$ cat src/rtl/cm3_sys_ctrl_pkg.sv
// Shared types and constants for the cm3 system/reset controller.
package cm3_sys_ctrl_pkg;

  typedef enum logic [1:0] {
    ST_RUN     = 2'd0,
    ST_HOLD    = 2'd1,
    ST_RELEASE = 2'd2
  } seq_state_e;

  // Register word offsets (PADDR[3:2])
  localparam logic [1:0] OFF_CAUSE = 2'd0;
  localparam logic [1:0] OFF_SWRST = 2'd1;
  localparam logic [1:0] OFF_HOLD  = 2'd2;
  localparam logic [1:0] OFF_LKEN  = 2'd3;

  localparam logic [7:0] SWRST_KEY = 8'h5A;

  localparam int unsigned CAUSE_W    = 4;
  localparam int unsigned CAUSE_POR  = 0;
  localparam int unsigned CAUSE_SYS  = 1;
  localparam int unsigned CAUSE_LOCK = 2;
  localparam int unsigned CAUSE_SW   = 3;

  // Stagger counter width: clog2(STAGGER+1), never below 1.
  function automatic int unsigned stg_width(input int unsigned stagger);
    return (stagger == 0) ? 1 : $clog2(stagger + 1);
  endfunction

endpackage

$ cat src/rtl/cm3_rst_seq.sv
// Reset sequencer: hold counter, staggered per-domain release and RST_N registers.
module cm3_rst_seq
  import cm3_sys_ctrl_pkg::*;
#(
  parameter int unsigned NUM_DOM  = 4,
  parameter int unsigned CTR_W    = 8,
  parameter int unsigned HOLD_CYC = 15,
  parameter int unsigned STAGGER  = 2
) (
  input  logic               clk,
  input  logic               rst_n,
  input  logic               trig_i,
  input  logic [NUM_DOM-1:0] mask_i,
  input  logic [CTR_W-1:0]   hold_i,
  output logic               run_o,
  output logic [NUM_DOM-1:0] rst_n_o
);

  localparam int unsigned STG_W = stg_width(STAGGER);

  seq_state_e         state_q;
  logic [CTR_W-1:0]   cnt_q;
  logic [STG_W-1:0]   stg_q;
  logic [NUM_DOM-1:0] mask_q;
  logic [NUM_DOM-1:0] rst_q;
  logic [NUM_DOM-1:0] rel_c;

  // Domains released in the next slot: lowest pending one, or all when unstaggered.
  assign rel_c = (STAGGER == 0) ? mask_q : (mask_q & (~mask_q + NUM_DOM'(1)));

  always_ff @(posedge clk or negedge rst_n) begin
    if (!rst_n) begin
      state_q <= ST_HOLD;
      cnt_q   <= CTR_W'(HOLD_CYC);
      stg_q   <= '0;
      mask_q  <= '1;
      rst_q   <= '0;
    end else begin
      case (state_q)
        ST_RUN: begin
          if (trig_i) begin
            state_q <= ST_HOLD;
            cnt_q   <= hold_i;
            mask_q  <= mask_i;
            rst_q   <= rst_q & ~mask_i;
          end
        end
        ST_HOLD: begin
          if (cnt_q == '0) begin
            state_q <= ST_RELEASE;
            stg_q   <= STG_W'(STAGGER);
            mask_q  <= mask_q & ~rel_c;
            rst_q   <= rst_q | rel_c;
          end else begin
            cnt_q <= cnt_q - CTR_W'(1);
          end
        end
        ST_RELEASE: begin
          if (mask_q == '0) begin
            state_q <= ST_RUN;
          end else if (stg_q == '0) begin
            stg_q  <= STG_W'(STAGGER);
            mask_q <= mask_q & ~rel_c;
            rst_q  <= rst_q | rel_c;
          end else begin
            stg_q <= stg_q - STG_W'(1);
          end
        end
        default: state_q <= ST_RUN;
      endcase
    end
  end

  assign run_o   = (state_q == ST_RUN);
  assign rst_n_o = rst_q;

endmodule

$ cat src/rtl/cm3_sys_ctrl.sv
// cm3 system/reset controller: APB4 register file, reset triggers and cause logging.
// Optional lockup-triggered reset enabled by defining CM3_SYS_CTRL_LOCKUP_RST_EN.
module cm3_sys_ctrl
  import cm3_sys_ctrl_pkg::*;
#(
  parameter int unsigned NUM_DOM    = 4,
  parameter int unsigned CTR_W      = 8,
  parameter int unsigned HOLD_CYC   = 15,
  parameter int unsigned STAGGER    = 2,
  parameter int unsigned PADDR_SIZE = 4
) (
  input  logic                  CLK,
  input  logic                  PORESETn,
  input  logic                  PSEL,
  input  logic                  PENABLE,
  input  logic                  PWRITE,
  input  logic [PADDR_SIZE-1:0] PADDR,
  input  logic [31:0]           PWDATA,
  input  logic [3:0]            PSTRB,
  output logic [31:0]           PRDATA,
  output logic                  PREADY,
  output logic                  PSLVERR,
  input  logic                  SYSRESETREQ,
  input  logic                  LOCKUP,
  output logic [NUM_DOM-1:0]    RST_N
);

  logic [CAUSE_W-1:0] cause_q, cause_d;
  logic [CTR_W-1:0]   hold_q, hold_d;
  logic               lken_c;
  logic               lock_c;
  logic [1:0]         word_c;
  logic               wr_c, sw_hit_c, key_ok_c, sw_go_c, run_c, trig_c;
  logic [NUM_DOM-1:0] mask_c;
  logic [31:0]        strb_bits_c;
  logic               unused_c;

  assign word_c      = PADDR[3:2];
  assign wr_c        = PSEL & PENABLE & PWRITE;
  assign strb_bits_c = {{8{PSTRB[3]}}, {8{PSTRB[2]}}, {8{PSTRB[1]}}, {8{PSTRB[0]}}};
  assign unused_c    = ^{PADDR, PWDATA, PSTRB, LOCKUP};

  // Software reset is accepted only with the key, top-lane strobe, a nonzero mask and in RUN.
  assign sw_hit_c = wr_c && (word_c == OFF_SWRST);
  assign key_ok_c = (PWDATA[31:24] == SWRST_KEY) && PSTRB[3] && (|PWDATA[NUM_DOM-1:0]);
  assign sw_go_c  = sw_hit_c && key_ok_c && run_c;
  assign PSLVERR  = sw_hit_c && !(key_ok_c && run_c);
  assign PREADY   = 1'b1;

`ifdef CM3_SYS_CTRL_LOCKUP_RST_EN
  logic lken_q;

  always_ff @(posedge CLK or negedge PORESETn) begin
    if (!PORESETn)                                    lken_q <= 1'b0;
    else if (wr_c && (word_c == OFF_LKEN) && PSTRB[0]) lken_q <= PWDATA[0];
  end

  assign lken_c = lken_q;
  assign lock_c = LOCKUP & lken_q;
`else
  assign lken_c = 1'b0;
  assign lock_c = 1'b0;
`endif

  assign trig_c = run_c & (SYSRESETREQ | lock_c | sw_go_c);
  assign mask_c = {NUM_DOM{SYSRESETREQ | lock_c}} | (sw_go_c ? PWDATA[NUM_DOM-1:0] : '0);

  // Cause bits: set wins over a same-cycle write-1-to-clear.
  always_comb begin
    cause_d = cause_q;
    if (wr_c && (word_c == OFF_CAUSE) && PSTRB[0]) cause_d = cause_q & ~PWDATA[CAUSE_W-1:0];
    if (SYSRESETREQ) cause_d[CAUSE_SYS]  = 1'b1;
    if (lock_c)      cause_d[CAUSE_LOCK] = 1'b1;
    if (sw_go_c)     cause_d[CAUSE_SW]   = 1'b1;
  end

  always_comb begin
    hold_d = hold_q;
    if (wr_c && (word_c == OFF_HOLD))
      hold_d = (hold_q & ~strb_bits_c[CTR_W-1:0]) | (PWDATA[CTR_W-1:0] & strb_bits_c[CTR_W-1:0]);
  end

  always_ff @(posedge CLK or negedge PORESETn) begin
    if (!PORESETn) begin
      cause_q <= CAUSE_W'(1) << CAUSE_POR;
      hold_q  <= CTR_W'(HOLD_CYC);
    end else begin
      cause_q <= cause_d;
      hold_q  <= hold_d;
    end
  end

  always_comb begin
    PRDATA = '0;
    if (PSEL && !PWRITE) begin
      case (word_c)
        OFF_CAUSE: PRDATA = 32'(cause_q);
        OFF_HOLD:  PRDATA = 32'(hold_q);
        OFF_LKEN:  PRDATA = 32'(lken_c);
        default:   PRDATA = '0;
      endcase
    end
  end

  cm3_rst_seq #(
    .NUM_DOM  (NUM_DOM),
    .CTR_W    (CTR_W),
    .HOLD_CYC (HOLD_CYC),
    .STAGGER  (STAGGER)
  ) u_seq (
    .clk     (CLK),
    .rst_n   (PORESETn),
    .trig_i  (trig_c),
    .mask_i  (mask_c),
    .hold_i  (hold_q),
    .run_o   (run_c),
    .rst_n_o (RST_N)
  );

endmodule

$ cat config.mk
export PLATFORM = sky130hd
export DESIGN_NAME = cm3_sys_ctrl
export DESIGN_NICKNAME = d
export VERILOG_FILES = /design/src/rtl/cm3_sys_ctrl_pkg.sv /design/src/rtl/cm3_rst_seq.sv /design/src/rtl/cm3_sys_ctrl.sv
export SDC_FILE = /design/constraint.sdc
export NUM_CORES = 1
export LEC_CHECK = 0
export BUFFER_PORTS_ARGS = -buffer_cell sky130_fd_sc_hd__buf_2
export CAP_MARGIN = 15
export CORE_MARGIN = 2
export CORE_UTILIZATION = 49
export DETAILED_ROUTE_END_ITERATION = 16
export PLACE_DENSITY = 0.83
export RECOVER_POWER = 100
export SYNTH_ARGS = -nofsm -noshare
export SYNTH_HDL_FRONTEND = slang
export SYNTH_SLANG_ARGS = --single-unit
export TNS_END_PERCENT = 10
$ cat constraint.sdc
create_clock -name CLK -period 2.7 [get_ports CLK]
set_input_delay 0.27 -clock CLK [delete_from_list [all_inputs] [get_ports CLK]]
set_output_delay 0.27 -clock CLK [all_outputs]
set_load 0.005 [all_outputs]
==> reports/qor.yml <==
clocking:
  cts_sinks: 32
  clk_pin_slew_ps: 70
  postCtsResizedCells: 0
  post_cts_buffers: 0
  clockRootBuffer: "clkbuf_8"
  cts_buffers: 5
  tritoncts: "yes"
  htree_num_levels: 2
  hold_buffers: 0
  clkLatencyLatePin_ps: 290
  clockBufferDepth: 2
logic_synthesis:
  synthDistinctLibCells: 53
  synth_edf_count: 0
  synth_ff_type: "dfrtp_1"
  netlist_area_um2: 2150
  synth_cells: 225
  async_flop_share: 1.00
  syn_avg_cell_area_um2: 9.54
  synth_seq_area_share: 0.381
  ys_warn_count: 0
  ys_seq_elements: 32
hold_path:
  min_path_type: "input port to flop"
  holdPathStages: 2
power_and_ir_drop:
  pwr_density_cell_nw_per_um2: 417
  vdd_ir_drop_max_mv: 0.324
  power_leakage_nw: 1.14
  clkPwrFrac: 0.373
  pwr-share-comb: 0.088
  p_sw_frac: 0.259
  p_int_uw: 735
  seqPwrFrac: 0.540
  switchingPower_uw: 257
sta:
  skew_ps: 13.1
  finalSetupTns_ps: 0
  slew_violations: 33
  min_period_over_period: 0.916
  grt_setup_unrepaired: "no"
  hold_viol: 0
  finalCriticalPeriod_ps: 2470
  tightest_slew_ps: 1730
  fmax_ghz: 0.405
  finalSetupViolCount: 0
  maxSlewHeadroom: -0.152
critical_path:
  rr_endpoint: "u_seq.cnt_q[0]"
  cp.required_ps: 2890
  reg2reg_from: "u_seq.state_q[1]"
  cp.arrival_ps: 2660
  cp-startpoint: "u_seq.state_q[1]"
  start_kind: "flop"
  reg2reg_slack_ps: 230
  crit_path_end_kind: "flop"
  ff2ff_path_depth: 7
  path_class: "flop to flop"
  cp_max_fo: 8
  crit_end: "u_seq.cnt_q[0]"
detailed_routing:
  drt_first_pass_iters: 4
  vias: 1782
  drt-initial-drc-count: 83
  wirelength_um: 4460
  wl_per_cell_um: 14.0
  via_per_inst: 5.60
  drcViolationCount: 0
  drtAntennaViolNets: 0
placement:
  dp.cells: 310
  dpl.hpwl_um: 3220
  numPortBuffers: 38
  routabilityCongestion: 0.891
run_status:
  status: "finished, violations left"
  violations: "capacitance limit, slew limit"
die:
  initial_core_util: 0.500
  fp.dieH_um: 70.2
  dieWidth_um: 70.2
  num_io_pins: 85
  coreArea_um2: 4290
  die_area_um2: 4930
  rows: 24
job:
  cap_violations: 1
layout:
  drive_gt1_frac: 0.267
  instances_no_fill: 318
  mostFrequentLayoutCell: "buf_2"
  fin_nets: 321
  fillCellCount: 376
  antenna_cells: 0
  mostFrequentLayoutCells: "buf_2 (33), conb_1 (25), dfrtp_1 (18)"
  areaGrowthSynthToFinish_pct: 10.8
global_route:
  gr-total-overflow: 0
  antenna_found_initial: 0
  grt_first_pass_wirelength_um: 7620
  grtUsageTotal: 0.193
  grt_pass1_vias: 1669
  grt_max_degree: 33
==> area by class of cell <==
class	instances	area [µm²]	share of cell area
clock inverter	2	16.3	0.00683
timing repair buffer	42	210	0.0883
multi-input combinational	170	1140	0.481
inverter	14	52.6	0.0221
sequential	32	818	0.344
tap	52	65.1	0.0273
clock buffer	6	72.6	0.0305
==> cells by family (layout without fill, tap and decap cells) <==
family | count (synthesis) | after routing | synth area share
adders and majority gates | 9 | 9 | 0.0524
DFF | 32 | 32 | 0.381
AOI/OAI and AO/OA | 58 | 58 | 0.188
muxes | 14 | 14 | 0.0705
buffers and inverters | 46 | 64 | 0.126
other | 2 | 25 | 0.00350
and+or+nand+nor | 64 | 64 | 0.179
==> worst max-delay path, cell delays in order, from the launching register on <==
cell,delay (ps)
dfrtp_1,410
inv_1,130
ha_1,230
nand4bb_1,190
nor4_2,470
a211o_1,330
and2_0,440
a31oi_1,170
==> synthesized netlist by cell type, types with 3 or more instances <==
cell	instances	area, µm²
buf_4	25	188
dfrtp_1	18	450
a21oi_1	15	75.1
dfstp_2	14	368
inv_1	13	48.8
nand2_1	13	48.8
nor2_1	10	37.5
ha_1	9	113
a31oi_1	8	50.1
mux2_2	8	90.1
and3_1	5	31.3
mux2i_1	5	50.1
o31ai_1	5	37.5
a211oi_1	4	30.0
a21o_1	4	30.0
a41oi_1	4	35.0
nand3_1	4	20.0
nor2b_1	4	25.0
nor3_1	4	20.0
o22ai_1	4	25.0
buf_2	3	15.0
clkbuf_1	3	11.3
nor4_1	3	18.8
or3_1	3	18.8
==> through the flow <==
stage / worst slack (ps) / cell area (µm²) / total power, mW / hold slack [ps] / utilization
after floorplan: 688 / 2230 / 0.611 / -25.6 / -
final: 228 / 2380 / 0.992 / 186 / 0.554
after detailed placement: 237 / 2300 / 0.634 / 365 / 0.536
after global routing: 46.2 / 2380 / 1.04 / 200 / 0.554
after global placement: 337 / 2300 / 0.630 / 360 / 0.536
after CTS: 258 / 2390 / 1.00 / 54.5 / 0.557
==> routing by layer <==
| layer | share of wire | GRT usage | wire (µm) |
|---|---|---|---|
| met5 | 0 | 0 | 0 |
| met4 | 0.019 | 0.0812 | 85 |
| met3 | 0.057 | 0.0447 | 252 |
| met2 | 0.49 | 0.324 | 2170 |
| met1 | 0.44 | 0.239 | 1950 |
==> power by group through the flow <==
stage / clock network [mW] / registers (mW) / logic (mW)
after CTS: 0.374 / 0.538 / 0.0888
after detailed placement: 0 / 0.546 / 0.0882
after global routing: 0.403 / 0.538 / 0.0983
final: 0.370 / 0.535 / 0.0870
after global placement: 0 / 0.545 / 0.0854
after floorplan: 0 / 0.536 / 0.0754
==> worst min-delay path by stage <==
stage / end / from / slack (ps)
6_report: cause_q[0] / PWDATA[0] / 190
5_1_grt: cause_q[0] / PWDATA[0] / 200
4_1_cts: async pin / PORESETn / 50
3_5_place_dp: async pin / PORESETn / 360
3_3_place_gp: async pin / PORESETn / 360
2_1_floorplan: async pin / PORESETn / -30
Power figures use the tool's default switching activity.
